**src/rtl/mc14500b_program_loader.sv**
```systemverilog
// rtl/mc14500b_program_loader.sv - buffers and checks a framed program, then replays it into the MC14500B core
module mc14500b_program_loader #(
  parameter int DEPTH  = 32,
  parameter int ADDR_W = $clog2(DEPTH)
) (
  input  logic        clk,
  input  logic        rst,
  input  logic        in_valid,
  input  logic [7:0]  in_data,
  output logic        in_ready,
  input  logic        err_clr,
  output logic        cpu_rst,
  output logic        prog_write,
  output logic [11:0] prog_cmd,
  output logic        busy,
  output logic        done,
  output logic        err
);

  // A one-entry buffer still needs a one-bit index.
  localparam int IDX_W = (ADDR_W < 1) ? 1 : ADDR_W;
  localparam logic [7:0] DEPTH_B = 8'(DEPTH);

  typedef enum logic [2:0] {
    S_IDLE, S_RX_HI, S_RX_LO, S_RX_CSUM, S_ENTER, S_WRITE, S_EXIT, S_ERR
  } state_e;

  state_e      state_q, state_d;
  logic [7:0]  len_q, len_d;
  logic [7:0]  idx_q, idx_d;
  logic [3:0]  hi_q, hi_d;
  logic [7:0]  csum_q, csum_d;
  logic        loaded_q, loaded_d;
  logic        mem_we;
  logic [11:0] mem_q [DEPTH];

  logic        in_ready_q, in_ready_d;
  logic        cpu_rst_q, cpu_rst_d;
  logic        prog_write_q, prog_write_d;
  logic [11:0] prog_cmd_q, prog_cmd_d;
  logic        busy_q, busy_d;
  logic        done_q, done_d;
  logic        err_q, err_d;

  logic accept;
  assign accept = in_valid && in_ready_q;

  // State, datapath and output registers; reset parks the core in reset
  always_ff @(posedge clk or negedge rst) begin
    if (!rst) begin
      state_q      <= S_IDLE;
      len_q        <= '0;
      idx_q        <= '0;
      hi_q         <= '0;
      csum_q       <= '0;
      loaded_q     <= 1'b0;
      in_ready_q   <= 1'b0;
      cpu_rst_q    <= 1'b1;
      prog_write_q <= 1'b0;
      prog_cmd_q   <= '0;
      busy_q       <= 1'b0;
      done_q       <= 1'b0;
      err_q        <= 1'b0;
    end else begin
      state_q      <= state_d;
      len_q        <= len_d;
      idx_q        <= idx_d;
      hi_q         <= hi_d;
      csum_q       <= csum_d;
      loaded_q     <= loaded_d;
      in_ready_q   <= in_ready_d;
      cpu_rst_q    <= cpu_rst_d;
      prog_write_q <= prog_write_d;
      prog_cmd_q   <= prog_cmd_d;
      busy_q       <= busy_d;
      done_q       <= done_d;
      err_q        <= err_d;
    end
  end

  // Instruction buffer; contents need no reset since only written words are replayed
  always_ff @(posedge clk) begin
    if (mem_we) mem_q[idx_q[IDX_W-1:0]] <= {hi_q, in_data};
  end

  // Next-state: frame parsing, checking and replay sequencing
  always_comb begin
    state_d  = state_q;
    len_d    = len_q;
    idx_d    = idx_q;
    hi_d     = hi_q;
    csum_d   = csum_q;
    loaded_d = loaded_q;
    mem_we   = 1'b0;
    case (state_q)
      S_IDLE: if (accept) begin
        if (in_data == 8'd0 || in_data > DEPTH_B) begin
          state_d = S_ERR;
        end else begin
          state_d = S_RX_HI;
          len_d   = in_data;
          csum_d  = in_data;
          idx_d   = '0;
        end
      end
      S_RX_HI: if (accept) begin
        if (in_data[7:4] != 4'd0) begin
          state_d = S_ERR;
        end else begin
          state_d = S_RX_LO;
          hi_d    = in_data[3:0];
          csum_d  = csum_q ^ in_data;
        end
      end
      S_RX_LO: if (accept) begin
        mem_we = 1'b1;
        csum_d = csum_q ^ in_data;
        if (idx_q == len_q - 8'd1) begin
          state_d = S_RX_CSUM;
        end else begin
          state_d = S_RX_HI;
          idx_d   = idx_q + 8'd1;
        end
      end
      S_RX_CSUM: if (accept) begin
        state_d = (in_data == csum_q) ? S_ENTER : S_ERR;
        idx_d   = '0;
      end
      S_ENTER: begin
        state_d = S_WRITE;
        idx_d   = '0;
      end
      S_WRITE: begin
        if (idx_q == len_q - 8'd1) state_d = S_EXIT;
        else idx_d = idx_q + 8'd1;
      end
      S_EXIT: begin
        state_d  = S_IDLE;
        loaded_d = 1'b1;
      end
      S_ERR: if (err_clr) state_d = S_IDLE;
      default: state_d = S_IDLE;
    endcase
  end

  // Outputs decoded from the upcoming state so they land registered; buffer read one word ahead
  always_comb begin
    in_ready_d = (state_d == S_IDLE) || (state_d == S_RX_HI) ||
                 (state_d == S_RX_LO) || (state_d == S_RX_CSUM);
    busy_d     = (state_d != S_IDLE) && (state_d != S_ERR);
    err_d      = (state_d == S_ERR);
    done_d     = (state_q == S_EXIT) && (state_d == S_IDLE);
    cpu_rst_d    = !loaded_d;
    prog_write_d = 1'b0;
    prog_cmd_d   = '0;
    case (state_d)
      S_ENTER: begin
        cpu_rst_d    = 1'b1;
        prog_write_d = 1'b1;
      end
      S_WRITE: begin
        cpu_rst_d    = 1'b0;
        prog_write_d = 1'b1;
        prog_cmd_d   = mem_q[idx_d[IDX_W-1:0]];
      end
      S_EXIT: cpu_rst_d = 1'b1;
      default: ;
    endcase
  end

  assign in_ready   = in_ready_q;
  assign cpu_rst    = cpu_rst_q;
  assign prog_write = prog_write_q;
  assign prog_cmd   = prog_cmd_q;
  assign busy       = busy_q;
  assign done       = done_q;
  assign err        = err_q;

endmodule

```
**config.mk**
```make
export PLATFORM = sky130hd
export DESIGN_NAME = mc14500b_program_loader
export DESIGN_NICKNAME = d
export VERILOG_FILES = /design/src/rtl/mc14500b_program_loader.sv
export SDC_FILE = /design/constraint.sdc
export NUM_CORES = 1
export LEC_CHECK = 0
export BUFFER_PORTS_ARGS = -buffer_cell sky130_fd_sc_hd__buf_4
export CAP_MARGIN = 20
export CORE_MARGIN = 2
export CORE_UTILIZATION = 51
export DETAILED_ROUTE_END_ITERATION = 8
export PLACE_DENSITY = 0.79
export SYNTH_ARGS = -nofsm -noshare
export SYNTH_HDL_FRONTEND = slang
export SYNTH_SLANG_ARGS = --single-unit
```
**constraint.sdc**
```tcl
create_clock -name clk -period 4.33 [get_ports clk]
set_input_delay 1.299 -clock clk [delete_from_list [all_inputs] [get_ports clk]]
set_output_delay 1.299 -clock clk [all_outputs]
set_load 0.05 [all_outputs]
```
==> results.md <==
Outcome:
- The flow ran to the end, and the final reports show no timing, DRC or antenna violations.

Critical path:
- STA puts the critical path data required time at around 4.8 ns.
- The startpoint kind of the worst setup timing path is a primary input.
- At the worst endpoint, the arrival time is 4.46 ns.
- On the worst path, the slowest cell contributes a delay of 0.52 ns.
- STA classifies the critical path endpoint as a register.
- The cell with the largest stage delay on the worst path is or4_1.
- The reg2reg setup slack is roughly 0.6 ns.
- The cell repeated most along the worst path is buf_4.
- The largest driver fanout on the critical path is 15.
- Traced cell by cell, the critical path runs through buf_4, or4_1, o21a_1, nor4_4, a221oi_2, buf_4, a221oi_4, buf_4, buf_12, a21oi_1, a22oi_1, a22oi_1, buf_4, nand3_1.
- The number of cells on the worst reg-to-reg path is 10.
- The setup path with the least slack is of type primary input to register.

Timing:
- Across the routed clock network, the largest skew measured is 0.0148 ns.
- The hold violation total from the final report is 0.
- Setup violations remaining at the end of the flow were counted as 0.
- Setup repair after global routing left no endpoint under its margin.
- Counting I/O delays and the setup requirement, the final critical path takes 3.99 ns.
- The tightest hold path in the finished design has a slack of 0.452 ns.
- The number of max-slew violations in the final report came to 0.
- At the pin with the least slew margin, the transition time is ~1.1 ns.
- In the post-route analysis, the smallest setup slack over all paths is about 0.34 ns.
- The worst relative slew slack is 0.294.
- The final period utilization is 0.922.
- For this run, the top clock speed supported by timing is 251 MHz.

Power:
- The worst-case IR drop observed on VDD is 0.000517 V.
- The proportion of power drawn by combinational gates is 0.408.
- The share of power burned in registers is 0.341.
- The net switching component of the power is between 5 and 6 mW.
- Of the total power, the share spent switching nets is 0.385.
- Cell internal power was estimated by the tool at 9.08 mW.
- Summing internal, switching and leakage power gives 14.8 mW.
- The standby leakage power is 7.36 nW.
- For this design the ratio of total power to cell area is between 700 and 800 mW/mm².
- The clock share of power is 0.250.

CTS:
- The clock buffer count from CTS is 43.
- The number of instances resized during post-cts repair is 0.
- The H-tree was split into 2 levels.
- The number of setup buffers added after CTS is 0.
- The longest clock path from root to sink contains 3 buffers.
- The number of buffers inserted for hold repair after clock tree synthesis is 0.
- The clock tree from TritonCTS is done.
- The total clock sinks is 434.
- The clock-pin slew on the worst setup and hold paths is 0.06 ns.
- The clock reaches the later pin of the worst-skew pair after between 0.5 and 0.6 ns.
- Clock tree synthesis selected as its root buffer the cell clkbuf_16.

Global route:
- For met1 alone, demand over resource in global routing was 0.337.
- In this run the most used layer during global routing was met2.
- The via count of the first global-routing pass came to 11.4k.
- The initial antenna violation count is 0.
- Entering global routing, the biggest net connects a little over 50 pins.
- After global routing the overflow that remains totals 0.
- For this run, the total global-route usage over all layers was measured as 0.245.
- For this run, global-route usage on met2 was measured as 0.412.
- The wire length of the first global-routing pass is 66700 µm.
- The met3 track demand over resource is 0.0307.

Die:
- The initial core utilization is 0.516.
- The floorplan has 68 rows.
- The height of the die is 191 µm.
- The horizontal die dimension is 191 µm.
- 30 I/O pins were placed.
- The full die area is 0.0364 mm².
- The placeable core region is roughly 0.034 mm².

Detailed routing:
- The detailed-routing iteration count for the pre-antenna-repair pass is 5.
- In the routed design, unresolved DRC markers number 0.
- The count of nets left with antenna violations after detail routing is 0.
- The average via count per standard cell is approximately 6.0.
- Dividing the detail-routed wire length by the instance count gives 22.3 µm.
- The wire length reported by the detailed router is 44000 µm.
- The violation count after the first detailed-routing iteration is 1682.
- The routed layout has roughly 12k vias.

Layout:
- The area growth from synthesis to layout is 16.2%.
- Of the cells placed in the final design, the portion with a size suffix greater than 1 is 0.153.
- The repair_antennas step left the layout with diodes totalling 0.
- The total number of nets in the final design is between 1k and 1.5k.
- The final design utilization is 0.600.
- The finished cells cover around 0.021 mm².

Hold path:
- Counting instances, the worst hold path has a depth of 1.
- The min-delay analysis places its worst path in the category register to register.

Logic synthesis:
- The total of warnings raised by yosys is 0.
- The commonest cells after synthesis are edfxtp_1, nand2_1, nand3_1, a21oi_1, a22oi_1.
- Counting every instance in the synthesized netlist gives around 1.4k.
- In this run, synthesis inferred around 380 flip-flops with an integrated enable.
- The synthesized netlist contains 61 unique library cells.
- The synthesized netlist occupies a cell area of 0.0178 mm².
- Sorting the synthesized cells by area gives the leading types as edfxtp_1, dfrtp_1, nand2_1.
- In the synthesized netlist the dominant register cell turns out to be edfxtp_1.
- After synthesis, the share of flip-flops with an asynchronous set or reset is 0.115.
- The library cell with the largest summed area after synthesis is edfxtp_1.
- A synthesized cell averages 12.8 µm².
- The share of synthesized area in the top cell type comes to 0.649.
- The most common cell in the synthesized netlist is edfxtp_1.
- The share of the Yosys chip area taken by registers is 0.719.
- The number of storage elements in the synthesis netlist is 434.
- Counting every net in the synthesized netlist gives 1405.

Job:
- The max-capacitance violation count is 0.

Placed design:
- At the end of routability-driven placement, the weighted congestion stood at 0.835.
- Buffers placed on the I/O ports in this run total 29.
- The HPWL after detailed placement is 26400 µm.
- The placed cell area is approximately 0.019 mm².
- Timing analysis after detailed placement gives a worst setup slack of -0.165 ns.
cell families after synthesis:
family,after synthesis,synth area share
buf+inv,95,0.0240
flops,434,0.719
compound gates,259,0.0961
fa+ha+maj,5,0.00352
simple gates,569,0.144
xor+xnor,18,0.00887
mux,8,0.00500
cell usage in the layout, fill, tap and decap left out, types with 20 or more instances in the layout:
master	count
clkbuf_16	44
nand3_1	124
o21ai_0	20
a21oi_1	119
dfrtp_1	49
nand2_1	312
edfxtp_1	384
buf_4	111
nand4_1	30
nor2_1	55
a22oi_1	73
final timing paths:
kind,startpoint,endpoint
max,in_data[2],prog_cmd[9]
min,loaded_q,loaded_q
max reg2reg,len_q[2],prog_cmd[10]
min reg2reg,loaded_q,loaded_q
max in group asynchronous,rst,idx_q[2]
min in group asynchronous,rst,state_q[1]
power by group through the flow:
stage               combinational (mW)  clock, mW  sequential, mW
floorplan                         3.55          0            5.21
global placement                  5.75          0            5.14
detailed placement                5.87          0            5.16
CTS                               5.92       3.73            5.07
global route                      6.50       3.90            5.06
finish                            6.03       3.70            5.04
flip-flops by register name, indices dropped and copies added (netlist names):
signal      count
len_q           8
hi_q            4
state_q         3
csum_q          8
err             1
in_ready        1
loaded_q        1
idx_q           8
prog_cmd       12
cpu_rst         1
mem_q         384
prog_write      1
busy            1
done            1
layer usage:
layer	up-vias	share of wire
li1	5324	-
met2	607	0.50
met4	0	0.023
met3	82	0.084
met1	5840	0.40
met5	-	0
through the flow:
stage	setup TNS, ns	cells
2_1_floorplan	0	1388
3_3_place_gp	-0.902	1887
3_5_place_dp	-1.44	1887
4_1_cts	0	1967
5_1_grt	0	1970
6_report	0	1970
critical path, delay by kind of cell:
kind | cells | cell delay [ns]
simple gates | 3 | 0.88
buf+inv | 5 | 1.02
compound gates | 6 | 1.25
final cells by class:
class | count | area (µm²)
multi-input combinational | 859 | 4600
fill | 2505 | 13800
timing repair buffer | 131 | 1260
inverter | 11 | 43.8
tap | 455 | 569
sequential | 434 | 12800
clock buffer | 51 | 1150
clock inverter | 29 | 268
Note: power is estimated with default switching activity, not from simulation.
